File: src/rtl/fetch_prefetch_queue.sv
// fetch_prefetch_queue: in-order instruction prefetcher with credit-limited reads,
// a DEPTH-entry {pc, inst} FIFO and flush/drain handling for redirects.
module fetch_prefetch_queue #(
    parameter int          DEPTH    = 4,
    parameter logic [31:0] RESET_PC = 32'h0000_0000
) (
    input  logic        clk,
    input  logic        rst,
    input  logic        stall,
    input  logic        redirect,
    input  logic [31:0] redirect_pc,
    output logic        mem_req,
    output logic [31:0] mem_addr,
    input  logic        mem_rdy,
    input  logic        mem_rvalid,
    input  logic [31:0] mem_rdata,
    output logic        out_valid,
    output logic [31:0] out_inst,
    output logic [31:0] out_pc,
    output logic [31:0] out_pc4
);
    localparam int CW = $clog2(DEPTH);

    typedef enum logic {FETCH, DRAIN} state_t;

    state_t        state_q, state_d;
    logic [31:0]   fetch_pc_q, fetch_pc_d, resp_pc_q, resp_pc_d;
    logic [CW:0]   count_q, count_d, outst_q, outst_d, drop_q, drop_d;
    logic [CW-1:0] rd_ptr_q, rd_ptr_d, wr_ptr_q, wr_ptr_d;
    logic [31:0]   pc_mem_q [DEPTH];
    logic [31:0]   inst_mem_q [DEPTH];
    logic [CW+1:0] used, in_flight;
    logic          issue, push, pop;

    always_comb begin
        used      = {1'b0, count_q} + {1'b0, outst_q};
        // reads still owed by memory once this cycle's response (if any) is consumed
        in_flight = {1'b0, drop_q} + {1'b0, outst_q}
                  - (CW+2)'(mem_rvalid && (drop_q != '0 || outst_q != '0));
        mem_req   = rst && state_q == FETCH && used < (CW+2)'(DEPTH) && !redirect;
        issue     = mem_req && mem_rdy;
        push      = state_q == FETCH && mem_rvalid && !redirect;
        pop       = count_q != '0 && !stall && !redirect;
        state_d    = state_q;
        fetch_pc_d = issue ? fetch_pc_q + 32'd4 : fetch_pc_q;
        resp_pc_d  = push ? resp_pc_q + 32'd4 : resp_pc_q;
        count_d    = count_q + (CW+1)'(push) - (CW+1)'(pop);
        outst_d    = outst_q + (CW+1)'(issue) - (CW+1)'(push);
        drop_d     = drop_q;
        rd_ptr_d   = pop ? rd_ptr_q + CW'(1) : rd_ptr_q;
        wr_ptr_d   = push ? wr_ptr_q + CW'(1) : wr_ptr_q;
        if (redirect) begin
            fetch_pc_d = redirect_pc & ~32'd3;
            resp_pc_d  = redirect_pc & ~32'd3;
            count_d    = '0;
            outst_d    = '0;
            drop_d     = in_flight[CW:0];
            rd_ptr_d   = '0;
            wr_ptr_d   = '0;
            state_d    = in_flight != '0 ? DRAIN : FETCH;
        end else if (state_q == DRAIN && mem_rvalid) begin
            drop_d  = drop_q - (CW+1)'(1);
            state_d = drop_q == (CW+1)'(1) ? FETCH : DRAIN;
        end
    end

    always_ff @(posedge clk or negedge rst) begin
        if (!rst) begin
            state_q    <= FETCH;
            fetch_pc_q <= RESET_PC;
            resp_pc_q  <= RESET_PC;
            count_q    <= '0;
            outst_q    <= '0;
            drop_q     <= '0;
            rd_ptr_q   <= '0;
            wr_ptr_q   <= '0;
            for (int i = 0; i < DEPTH; i++) begin
                pc_mem_q[i]   <= '0;
                inst_mem_q[i] <= '0;
            end
        end else begin
            state_q    <= state_d;
            fetch_pc_q <= fetch_pc_d;
            resp_pc_q  <= resp_pc_d;
            count_q    <= count_d;
            outst_q    <= outst_d;
            drop_q     <= drop_d;
            rd_ptr_q   <= rd_ptr_d;
            wr_ptr_q   <= wr_ptr_d;
            if (push) begin
                pc_mem_q[wr_ptr_q]   <= resp_pc_q;
                inst_mem_q[wr_ptr_q] <= mem_rdata;
            end
        end
    end

    always_ff @(posedge clk) begin
        if (rst) assert (!(push && !pop && count_q == (CW+1)'(DEPTH)))
            else $fatal(1, "fetch_prefetch_queue: push into full queue");
    end

    assign mem_addr  = fetch_pc_q & ~32'd3;
    assign out_valid = count_q != '0;
    assign out_inst  = inst_mem_q[rd_ptr_q];
    assign out_pc    = pc_mem_q[rd_ptr_q];
    assign out_pc4   = out_pc + 32'd4;
endmodule

File: config.mk
export PLATFORM = sky130hd
export DESIGN_NAME = fetch_prefetch_queue
export DESIGN_NICKNAME = d
export VERILOG_FILES = /design/src/rtl/fetch_prefetch_queue.sv
export SDC_FILE = /design/constraint.sdc
export NUM_CORES = 1
export LEC_CHECK = 0
export BUFFER_PORTS_ARGS = -buffer_cell sky130_fd_sc_hd__buf_2
export CAP_MARGIN = 20
export CELL_PAD_IN_SITES_DETAIL_PLACEMENT = 1
export CELL_PAD_IN_SITES_GLOBAL_PLACEMENT = 1
export CORE_MARGIN = 2
export CORE_UTILIZATION = 45
export DETAILED_ROUTE_END_ITERATION = 10
export HOLD_SLACK_MARGIN = 0.03
export PLACE_DENSITY_LB_ADDON = 0.1
export SLEW_MARGIN = 30
export SYNTH_ARGS = -nofsm -noshare
export SYNTH_HDL_FRONTEND = slang
export SYNTH_SLANG_ARGS = --single-unit
File: constraint.sdc
create_clock -name clk -period 3.1 [get_ports clk]
set_input_delay 0.155 -clock clk [delete_from_list [all_inputs] [get_ports clk]]
set_output_delay 0.155 -clock clk [all_outputs]
set_load 0.01 [all_outputs]
# == Word-level counts from Yosys, hierarchy flattened ==
# Cells that the tools add are included.
# classes
n_eq_ne,1
shift,0
n_addsub,13
n_reduce_logical,22
muxes,26
n_lt_le_gt_ge,4
n_bitwise,3
div,0
multipliers,0
# ops
op,count
32-bit 2-to-1 mux,9
128-bit bitwise mux,2
32-bit binary-select mux with 2-bit select,2
32-bit by 3-bit adder with 32-bit output (second input constant),3
32-bit demux with 2-bit select,1
3-bit 2-to-1 mux,4
1-bit logical AND,11
3-bit nonzero test,3
3-bit by 3-bit adder with 4-bit output,2
2-bit 2-to-1 mux,4
2-bit nonzero test,4
3-bit by 1-bit adder with 3-bit output,2
3-bit >= comparator (second input constant),2
2-bit NOT with 3-bit output,2
3-bit by 1-bit subtractor with 3-bit output,2
2-bit by 1-bit adder with 2-bit output (second input constant),2
4-bit by 3-bit < comparator with 1-bit output (second input constant),1
1-bit 2-to-1 mux,4
4-bit nonzero test,1
4-bit by 1-bit subtractor with 4-bit output,1
3-bit by 1-bit == test with 1-bit output (second input constant),1
3-bit by 1-bit < comparator with 1-bit output (second input constant),1
3-bit by 1-bit subtractor with 3-bit output (second input constant),1
1-bit logical NOT,2
other kinds (2),2
# totals
input_bits,70
regBits,334
output_inout_bits,130
mem_count,0
mem_bits_rw,0
romBits,0
latch_bits,0

# == Logic depth before layout (Yosys ltp) ==
# Gate-level depths: netlist of the first run.
# logic_depth
ltp_word,8
mapped_depth,13
mapped_depth_nobuf,13

# == Least setup slack after synthesis of the first run ==
# OpenSTA, ideal clock, no wires.
# synth_path
path_kind,register to register
from,register count_q[2]
to,register outst_q[2]
setup_ns,0.132
required_time_ns,2.968
slack_ns,0.367
path_stages_with_launch,14
t_arrival_ns,2.601
path_buffers,1
period_less_slack_ns,2.733
path_cell_list,dfrtp_1 ha_1 nor4b_1 and4_1 buf_2 inv_2 ha_1 inv_1 ha_1 inv_1 fa_1 xnor2_1 xnor2_1 nor2_1
# synth_between
elab_chain_cells,8
# synth_rtl
element,line,source
"start, declared",28,"logic [CW:0] count_q, count_d, outst_q, outst_d, drop_q, drop_d;"
"start signal, assigned",85,count_q <= count_d;
3-bit by 3-bit adder with 4-bit output,36,"used = {1'b0, count_q} + {1'b0, outst_q};"
4-bit by 3-bit < comparator with 1-bit output,40,mem_req = rst && state_q == FETCH && used < (CW+2)'(DEPTH) && !redirect;
1-bit logical AND (2 in a row),40,
1-bit logical AND,41,issue = mem_req && mem_rdy;
3-bit by 1-bit adder with 3-bit output,48,outst_d = outst_q + (CW+1)'(issue) - (CW+1)'(push);
3-bit by 1-bit subtractor with 3-bit output,48,
3-bit 2-to-1 mux,52,if (redirect) begin
named net outst_d[2],28,
"end signal, assigned",86,outst_q <= outst_d;
"end, declared",28,
# The timed path passes the listed nets, and every way through them passes these cells.
# A chain may end at the register's enable or synchronous reset.

# == Worst setup path after layout of the first run ==
# layout_path
from,register rd_ptr_q[0]
to,output port out_pc4[27]
# layout_between
elab_chain_cells,5
# layout_rtl
element,line,source
"start, declared",29,"logic [CW-1:0] rd_ptr_q, rd_ptr_d, wr_ptr_q, wr_ptr_d;"
"start signal, assigned",88,rd_ptr_q <= rd_ptr_d;
2-bit NOT with 3-bit output (not written as such),105,assign out_pc = pc_mem_q[rd_ptr_q];
32-bit binary-select mux with 2-bit select,105,
32-bit 2-to-1 mux (not written as such) (2 in a row),105,
32-bit by 3-bit adder with 32-bit output,106,assign out_pc4 = out_pc + 32'd4;
"end, declared",20,output logic [31:0] out_pc4
# No other way between the ends. The select of a mux whose other input is x is not followed.

==> results of run 1 <==
-- cell families after synthesis --
kind of cell	Yosys count	share of synthesized area
multiplexers	334	0.2870
other	1	0.0002398
AO/OA/AOI/OAI	56	0.02080
AND/OR/NAND/NOR	226	0.07793
XOR/XNOR	86	0.04816
buffers and inverters	101	0.02920
flip-flops	322	0.5152
adder cells (fa/ha/maj)	25	0.02144
-- metrics by stage --
| step | total power, mW | setup TNS [ns] | std cells |
|---|---|---|---|
| 2_1_floorplan | 8.860 | 0 | 1156 |
| 3_3_place_gp | 10.66 | 0 | 1765 |
| 3_5_place_dp | 10.83 | 0 | 1766 |
| 4_1_cts | 15.46 | -0.01462 | 1904 |
| 5_1_grt | 16.40 | -0.5094 | 1920 |
| 6_report | 15.53 | 0 | 1920 |
-- cell usage after synthesis (22+ instances only) --
cell,instances
xnor2_1,54
nor2_1,52
nand2_1,49
mux4_2,53
a21oi_1,25
mux2_2,268
xor2_1,32
clkbuf_1,41
nand3_1,37
ha_1,22
dfrtp_1,322
inv_1,32
-- worst max-delay path: cells and delay by family, from the launching register on --
kind / cells / cell delay, ns
xor+xnor: 1 / 0.11
buf+inv: 2 / 0.35
flops: 1 / 0.51
mux: 1 / 0.57
simple gates: 4 / 0.84
-- metal layers --
metal	GRT usage	part of all wire	up-vias
li1	-	-	4713
met1	0.3152	0.44	5481
met2	0.3793	0.50	190
met3	0.02908	0.039	56
met4	0.05575	0.021	0
met5	0	0	-
-- flip-flops by register name, indices dropped and copies added (netlist names) --
name and count:
fetch_pc_q 30, outst_q 3, inst_mem_q 128, drop_q 3
count_q 3, pc_mem_q 120, resp_pc_q 30, state_q 1
wr_ptr_q 2, rd_ptr_q 2
-- worst paths after layout --
kind	slack, ns	start	to
max	0.03	rd_ptr_q[0]	out_pc4[27]
min	0.07	mem_rvalid	state_q
max reg2reg	0.31	drop_q[0]	state_q
min reg2reg	0.50	pc_mem_q[120]	pc_mem_q[120]
max in group asynchronous	1.54	rst	inst_mem_q[77]
min in group asynchronous	0.37	rst	fetch_pc_q[28]
-- area by class of cell --
type	instances	area (sq um)
Multi-Input combinational cell	733	7188
Clock buffer	56	1100
Inverter	33	123.9
Clock inverter	11	111.4
Timing Repair Buffer	310	2223
Fill cell	3447	14990
Tap cell	455	569.3
Sequential cell	322	8063
-- power breakdown --
part,switching [mW],leakage [nW],internal (mW),total (mW)
sequential,0.575,4.21,5.04,5.61
combinational,2.75,4.20,2.82,5.57
clock,1.73,0.597,2.62,4.35
-- timing repair --
action	in CTS	in global routing
endpoints found under the hold margin	230	0
buffers inserted	6	16
pin swaps	2	7
gates resized for setup	9	13
gates cloned	1	0
hold buffers	64	0
endpoints found under the setup margin	18	17
==> flow_metrics.env, run 1 <==
export IMPL_status="finished clean"
export IMPL_synth_seq_area_share=0.5152
export IMPL_power_leakage_nw=9.010
export IMPL_synth_distinct_cells=58
export IMPL_synth_top_area_share=0.5152
export IMPL_layout_nets=1532
export IMPL_cts_made_buffers=37
export IMPL_maxCapViolCount=0
export IMPL_antenna_found_initial=0
export IMPL_grt_pass1_vias=11165
export IMPL_cp_arrival_ns=2.91
export IMPL_final_core_utilization=0.5638
export IMPL_die_h_microns=190.4
export IMPL_min_path_cells=3
export IMPL_ys_warn_count=0
export IMPL_rsz0062_at_grt="yes"
export IMPL_htree_levels=2
export IMPL_start_kind="flop"
export IMPL_grt_usage=0.2269
export IMPL_rr_worst_depth=13
export IMPL_synth_ff_type="dfrtp_1"
export IMPL_core_area_sq_um=34370
export IMPL_grt_max_degree=128
export IMPL_cts_path_max_buffers=3
export IMPL_routabilityCongestion=0.8127
export IMPL_finalHoldViolCount=0
export IMPL_postPlaceCellArea_sq_um=17270
export IMPL_cts_root_buf="clkbuf_16"
export IMPL_report_final_setup_viol=0
export IMPL_drive_above_1_share=0.4505
export IMPL_insertion_delay_ns=0.52
export IMPL_slowest_stage="mux4_2"
export IMPL_grt_pass1_wl_microns=64230
export IMPL_min_period_ns=3.068
export IMPL_pre_cts_slack_ns=0.1386
export IMPL_hold_class="in2reg"
export IMPL_final_common_cell="dfrtp_1"
export IMPL_drtAntennaViolNets=0
export IMPL_dieArea_sq_um=36260
export IMPL_max_slew_margin_rel=0.4897
export IMPL_crit_type="reg2out"
export IMPL_vias=10440
export IMPL_firstDrtPassIters=4
export IMPL_end_kind="output pin"
export IMPL_clk_pin_slew_ns=0.06
export IMPL_required_ns=2.94
export IMPL_yosysTopAreaCell="dfrtp_1"
export IMPL_start_util=0.4550
export IMPL_ir_drop_uv=654.7
export IMPL_syn_area_per_cell_sq_um=13.59
export IMPL_mostFrequentLayoutCells="dfrtp_1, mux2_2, buf_2"
export IMPL_drtIter0Drc=437
export IMPL_dieWidth_microns=190.4
export IMPL_setup_ws_ns=0.03208
export IMPL_crit_fanout=17
export IMPL_stdcell_area_sq_um=19380
export IMPL_period_share=0.9897
export IMPL_routed_wl_microns=40410
export IMPL_async_flop_share=1.000
export IMPL_syn_inst=1151
export IMPL_synthToLayoutAreaGrowth_pct=23.91
export IMPL_powerDensity_nw_per_um2=801.3
export IMPL_portBuffers=191
export IMPL_slew_viol_final=0
export IMPL_clkSinkCount=322
export IMPL_synth_seq_cells=322
export IMPL_routed_via_density=5.438
export IMPL_synthTopCellsByArea="dfrtp_1, mux2_2, mux4_2"
export IMPL_synth_edff_count=0
export IMPL_cts_tree="yes"
export IMPL_dp_hpwl_microns=26720
export IMPL_tightest_slew_ns=0.7654
export IMPL_diodes=0
export IMPL_cpPeakStageDelay_ns=0.57
export IMPL_fin_skew_ns=0.01305
export IMPL_wire_per_inst_microns=21.05
export IMPL_path_cells="buf_16 -> mux4_2 -> and4_1 -> and4bb_1 -> and3_4 -> nand3_1 -> xnor2_1 -> buf_2"
export IMPL_drcViolationCount=0
export IMPL_io_pins=200
export IMPL_fmax_mhz=326.0
export IMPL_grt_ovfl_total=0
export IMPL_whs_ns=0.06557
export IMPL_syn_area_sq_um=15640
export IMPL_rows=68
(Power assumes the default switching activity.)
==> inputs of run 2 (changes only) <==
--- a/config.mk
+++ b/config.mk
@@ -10,7 +10,7 @@
 export CELL_PAD_IN_SITES_DETAIL_PLACEMENT = 1
 export CELL_PAD_IN_SITES_GLOBAL_PLACEMENT = 1
 export CORE_MARGIN = 2
-export CORE_UTILIZATION = 45
+export CORE_UTILIZATION = 48
 export DETAILED_ROUTE_END_ITERATION = 10
 export HOLD_SLACK_MARGIN = 0.03
 export PLACE_DENSITY_LB_ADDON = 0.1
==> run 2 against run 1 <==
Compared with the run above:
- the flow now finishes with violations (negative setup slack)
- cell count is 0.94% lower
- die area shrank 6.1%
- setup slack got worse by 0.047 ns
- register-to-register slack worse by 0.05 ns
- core utilization increased by 3.2 points
- clock power fell by 3%
- non-clock buffer count is 2 higher
- total power fell by 0.75%
- via count is 0.38% higher
- critical path depth rose by 1
- sequential share of layout area up 0.28 points
- highest routed layer unchanged
==> flow_metrics.env, run 2 (synthesis results as in run 1) <==
export IMPL_diodes=0
export IMPL_multi_input_area_sq_um=7184
export IMPL_routed_via_density=5.510
export IMPL_crit_type="reg2out"
export IMPL_slowest_stage="dfrtp_4"
export IMPL_grt_ovfl_total=0
export IMPL_cts_made_buffers=36
export IMPL_period_share=1.005
export IMPL_crit_fanout=18
export IMPL_routabilityCongestion=0.8331
export IMPL_finalHoldViolCount=0
export IMPL_min_period_ns=3.115
export IMPL_clkSinkCount=322
export IMPL_synthToLayoutAreaGrowth_pct=23.08
export IMPL_path_cells="buf_16 -> mux4_2 -> nand2_2 -> nor3_4 -> buf_12 -> and2_4 -> nor3b_2 -> xor2_1 -> buf_2"
export IMPL_drcViolationCount=0
export IMPL_tightest_slew_ns=0.9379
export IMPL_reg_largest_list="inst_mem_q (128), pc_mem_q (120)"
export IMPL_dieArea_sq_um=34040
export IMPL_seq_area_sq_um=8063
export IMPL_die_h_microns=184.5
export IMPL_largest_register="inst_mem_q"
export IMPL_start_kind="flop"
export IMPL_maxCapViolCount=0
export IMPL_antenna_found_initial=0
export IMPL_dieWidth_microns=184.5
export IMPL_setup_ws_ns=-0.01460
export IMPL_pre_cts_slack_ns=0.2317
export IMPL_grt_pass1_wl_microns=64130
export IMPL_clk_pin_slew_ns=0.06
export IMPL_routed_wl_microns=40350
export IMPL_reg2reg_from="count_q[2]"
export IMPL_cp_arrival_ns=2.96
export IMPL_firstDrtPassIters=5
export IMPL_vias=10480
export IMPL_hold_end="state_q"
export IMPL_grt_usage=0.2412
export IMPL_critical_path_buf_inv_count=3
export IMPL_io_pins=200
export IMPL_slew_viol_final=0
export IMPL_ir_drop_uv=539.6
export IMPL_grt_pass1_vias=11405
export IMPL_largest_reg_flops=128
export IMPL_start_util=0.4843
export IMPL_nFillCells=3218
export IMPL_final_common_cell="dfrtp_1"
export IMPL_cpPeakStageDelay_ns=0.55
export IMPL_min_delay_start="mem_rvalid"
export IMPL_required_ns=2.94
export IMPL_dp_hpwl_microns=25310
export IMPL_rows=66
export IMPL_drtIter0Drc=569
export IMPL_portBuffers=191
export IMPL_insertion_delay_ns=0.51
export IMPL_whs_ns=0.1151
export IMPL_cts_tree="yes"
export IMPL_powerDensity_nw_per_um2=800.7
export IMPL_mostFrequentLayoutCells="dfrtp_1, mux2_2, buf_2"
export IMPL_r2r_end="outst_q[2]"
export IMPL_fmax_mhz=321.1
export IMPL_fin_skew_ns=0.01700
export IMPL_cts_root_buf="clkbuf_16"
export IMPL_drive_above_1_share=0.4541
export IMPL_report_final_setup_viol=1
export IMPL_max_slew_margin_rel=0.3747
export IMPL_hold_class="in2reg"
export IMPL_core_area_sq_um=32290
export IMPL_htree_levels=2
export IMPL_violations="negative setup slack"
export IMPL_min_path_cells=3
export IMPL_power_mw=15.41
export IMPL_power_leakage_nw=8.943
export IMPL_cts_path_max_buffers=3
export IMPL_grt_max_degree=156
export IMPL_wire_per_inst_microns=21.21
export IMPL_drtAntennaViolNets=0
export IMPL_rr_worst_depth=12
export IMPL_r2r_slack_ns=0.26
export IMPL_rsz0062_at_grt="yes"
export IMPL_status="finished with violations"
export IMPL_cp_top_family="simple AND/OR/NAND/NOR gates"
export IMPL_layout_nets=1533
export IMPL_end_kind="output pin"
## run 2: changes by cell type in the layout (fill, tap and decap cells not counted), moves of 2 or more
cell	change
buf_12	-6
buf_4	+7
clkbuf_1	-4
clkbuf_16	-2
clkbuf_8	+3
clkinv_2	-3
mux4_1	-3
mux4_2	+3
nand2_1	-2
## run 2: metal layers
layer / up-vias / wire (microns) / global-route usage
li1: 4690 / - / -
met1: 5499 / 17580 / 0.3234
met2: 231 / 20270 / 0.4096
met3: 60 / 1705 / 0.04288
met4: 0 / 793 / 0.05600
met5: - / 0 / 0
## run 2: cell type report
cell class,count,share of cell area
clock inverter,7,0.004550
sequential,322,0.4189
timing repair buffer,312,0.1123
inverter,33,0.006435
tap,442,0.02873
clock buffer,53,0.05590
multi-input combinational,733,0.3732
## run 2: worst reg2reg max path, stage by stage (launching register included)
cell and delay, ns:
dfrtp_1 0.40, ha_1 0.30, nor4b_1 0.39, and4_1 0.30, inv_2 0.06, ha_1 0.27
inv_1 0.06, ha_1 0.13, inv_1 0.05, fa_1 0.38, xnor2_1 0.19, xnor2_1 0.14
nor2_1 0.06
## run 2: stage by stage
| stage | cells | cell area (sq um) | setup TNS (ns) | util |
|---|---|---|---|---|
| 2_1_floorplan | 1156 | 15660 | 0 | - |
| 3_3_place_gp | 1749 | 17130 | 0 | 0.5304 |
| 3_5_place_dp | 1750 | 17150 | 0 | 0.5310 |
| 4_1_cts | 1887 | 19070 | -0.009520 | 0.5907 |
| 5_1_grt | 1902 | 19250 | -0.6163 | 0.5961 |
| 6_report | 1902 | 19250 | -0.01460 | 0.5961 |
## run 2: worst max-delay path by stage
| stage | start | to | cells after the start |
|---|---|---|---|
| finish | rd_ptr_q[0] | out_pc4[17] | 9 |
| floorplan | count_q[2] | outst_q[2] | 13 |
| global placement | drop_q[0] | state_q | 13 |
| global route | rd_ptr_q[0] | out_pc4[17] | 9 |
| CTS | rd_ptr_q[0] | out_pc4[27] | 8 |
| detailed placement | drop_q[0] | state_q | 13 |
## run 2: what timing repair did
item / in CTS / in global routing
hold endpoints to repair: 275 / 0
cloned: 1 / 0
hold buffers: 64 / 0
gates resized for setup: 10 / 17
setup endpoints to repair: 15 / 19
pin swaps: 4 / 5
setup buffers: 12 / 15
## run 2: power by group
group          internal, mW  switching [mW]  total [mW]  leakage, nW
clock                  2.56            1.65        4.21        0.573
sequential             5.04           0.586        5.62         4.21
combinational          2.85            2.73        5.58         4.16
==> inputs of run 3 (changes only) <==
--- a/config.mk
+++ b/config.mk
@@ -14,6 +14,7 @@
 export DETAILED_ROUTE_END_ITERATION = 10
 export HOLD_SLACK_MARGIN = 0.03
 export PLACE_DENSITY_LB_ADDON = 0.1
+export SETUP_SLACK_MARGIN = 0.1
 export SLEW_MARGIN = 30
 export SYNTH_ARGS = -nofsm -noshare
 export SYNTH_HDL_FRONTEND = slang
==> run 3 against run 2 <==
Compared with the run above:
- the flow still finishes with violations (negative setup slack)
- sequential power about the same
- combinational power up 3%
- first-iteration DRC count up 12%
- worst hold slack worse by 0.010 ns
==> flow_metrics.env, run 3 (synthesis results as in run 1) <==
export IMPL_stdcell_area_sq_um=19360
export IMPL_finalHoldViolCount=0
export IMPL_clkSinkCount=322
export IMPL_mostFrequentLayoutCells="dfrtp_1, mux2_2, buf_2"
export IMPL_cp_arrival_ns=2.99
export IMPL_diodes=0
export IMPL_io_pins=200
export IMPL_synthToLayoutAreaGrowth_pct=23.83
export IMPL_slew_viol_final=0
export IMPL_die_h_microns=184.5
export IMPL_max_slew_margin_rel=0.3922
export IMPL_period_share=1.016
export IMPL_final_common_cell="dfrtp_1"
export IMPL_crit_fanout=7
export IMPL_violations="negative setup slack"
export IMPL_report_final_setup_viol=2
export IMPL_pre_cts_slack_ns=0.2317
export IMPL_core_area_sq_um=32290
export IMPL_largest_register="inst_mem_q"
export IMPL_start_kind="flop"
export IMPL_firstDrtPassIters=5
export IMPL_insertion_delay_ns=0.51
export IMPL_tightest_slew_ns=0.9117
export IMPL_grt_pass1_wl_microns=64620
export IMPL_cts_path_max_buffers=3
export IMPL_start_util=0.4843
export IMPL_status="finished with violations"
export IMPL_routed_wl_microns=41050
export IMPL_grt_ovfl_total=0
export IMPL_power_mw=15.62
export IMPL_required_ns=2.94
export IMPL_dp_hpwl_microns=25310
export IMPL_clk_pin_slew_ns=0.06
export IMPL_min_path_cells=3
export IMPL_drive_above_1_share=0.4609
export IMPL_portBuffers=191
export IMPL_postPlaceCellArea_sq_um=17150
export IMPL_grt_pass1_vias=11515
export IMPL_end_kind="output pin"
export IMPL_antenna_found_initial=0
export IMPL_grt_max_degree=156
export IMPL_reg_largest_list="inst_mem_q (128), pc_mem_q (120)"
export IMPL_wire_per_inst_microns=21.46
export IMPL_rows=66
export IMPL_routed_via_density=5.495
export IMPL_powerDensity_nw_per_um2=806.7
export IMPL_drtIter0Drc=637
export IMPL_cts_tree="yes"
export IMPL_cts_made_buffers=36
export IMPL_hold_class="in2reg"
export IMPL_fmax_mhz=317.7
export IMPL_largest_reg_flops=128
export IMPL_rsz0062_at_grt="yes"
export IMPL_maxCapViolCount=0
export IMPL_setup_ws_ns=-0.04812
export IMPL_whs_ns=0.1050
export IMPL_dieArea_sq_um=34040
export IMPL_ir_drop_uv=639.2
export IMPL_drtAntennaViolNets=0
export IMPL_grt_usage=0.2431
export IMPL_cts_root_buf="clkbuf_16"
export IMPL_fin_skew_ns=0.01647
export IMPL_layout_nets=1544
export IMPL_dieWidth_microns=184.5
export IMPL_drcViolationCount=0
export IMPL_min_period_ns=3.148
export IMPL_crit_type="reg2out"
export IMPL_htree_levels=2
export IMPL_routabilityCongestion=0.8331
export IMPL_power_leakage_nw=9.009
export IMPL_vias=10511
export IMPL_rr_worst_depth=13
==> run 3: through the flow <==
stage / cells / TNS [ns] / util
2_1_floorplan: 1156 / 0 / -
3_5_place_dp: 1750 / 0 / 0.5310
3_3_place_gp: 1749 / 0 / 0.5304
5_1_grt: 1913 / -0.4657 / 0.5997
6_report: 1913 / -0.04976 / 0.5997
4_1_cts: 1898 / 0 / 0.5937
==> run 3: final timing paths <==
kind	from	end	slack, ns
hold / removal	mem_rvalid	state_q	0.11
setup reg to reg	drop_q[0]	state_q	0.33
max in group asynchronous	rst	inst_mem_q[115]	1.28
min in group asynchronous	rst	resp_pc_q[27]	0.31
setup / recovery	rd_ptr_q[0]	out_pc4[16]	-0.05
hold reg to reg	inst_mem_q[59]	inst_mem_q[59]	0.50
==> run 3: final cells by class <==
cell class                 instances  area, sq um
clock buffer                      53         1076
multi-input combinational        733         7206
inverter                          33        123.9
sequential                       322         8063
timing repair buffer             323         2256
tap                              442        553.0
clock inverter                     7        87.58
fill                            3199        12920
==> run 3: power breakdown <==
part	switching, mW	internal, mW	total (mW)
Combinational	2.81	2.96	5.77
Clock	1.66	2.56	4.21
Sequential	0.601	5.04	5.64
==> run 3: repair_timing <==
| item | in CTS | in global routing |
|---|---|---|
| cloned | 1 | 1 |
| setup endpoints to repair | 21 | 22 |
| pin swaps | 4 | 8 |
| hold buffers | 64 | 0 |
| gates resized for setup | 17 | 20 |
| setup buffers | 23 | 14 |
| hold endpoints to repair | 275 | 0 |
==> run 3: metal layers <==
layer / vias to the layer above / track usage / part of all wire
met5: - / 0 / 0
met4: 0 / 0.05632 / 0.019
met3: 60 / 0.04426 / 0.039
met2: 206 / 0.4131 / 0.50
met1: 5527 / 0.3251 / 0.44
li1: 4718 / - / -
==> run 3: critical path, stage by stage (launching register included) <==
cell and delay, ns:
dfrtp_4 0.58, mux4_2 0.46, ha_4 0.17, nand2_2 0.06
o22ai_2 0.21, buf_6 0.15, nand4_4 0.18, buf_4 0.21
nor2_4 0.12, xor2_2 0.17, buf_2 0.16
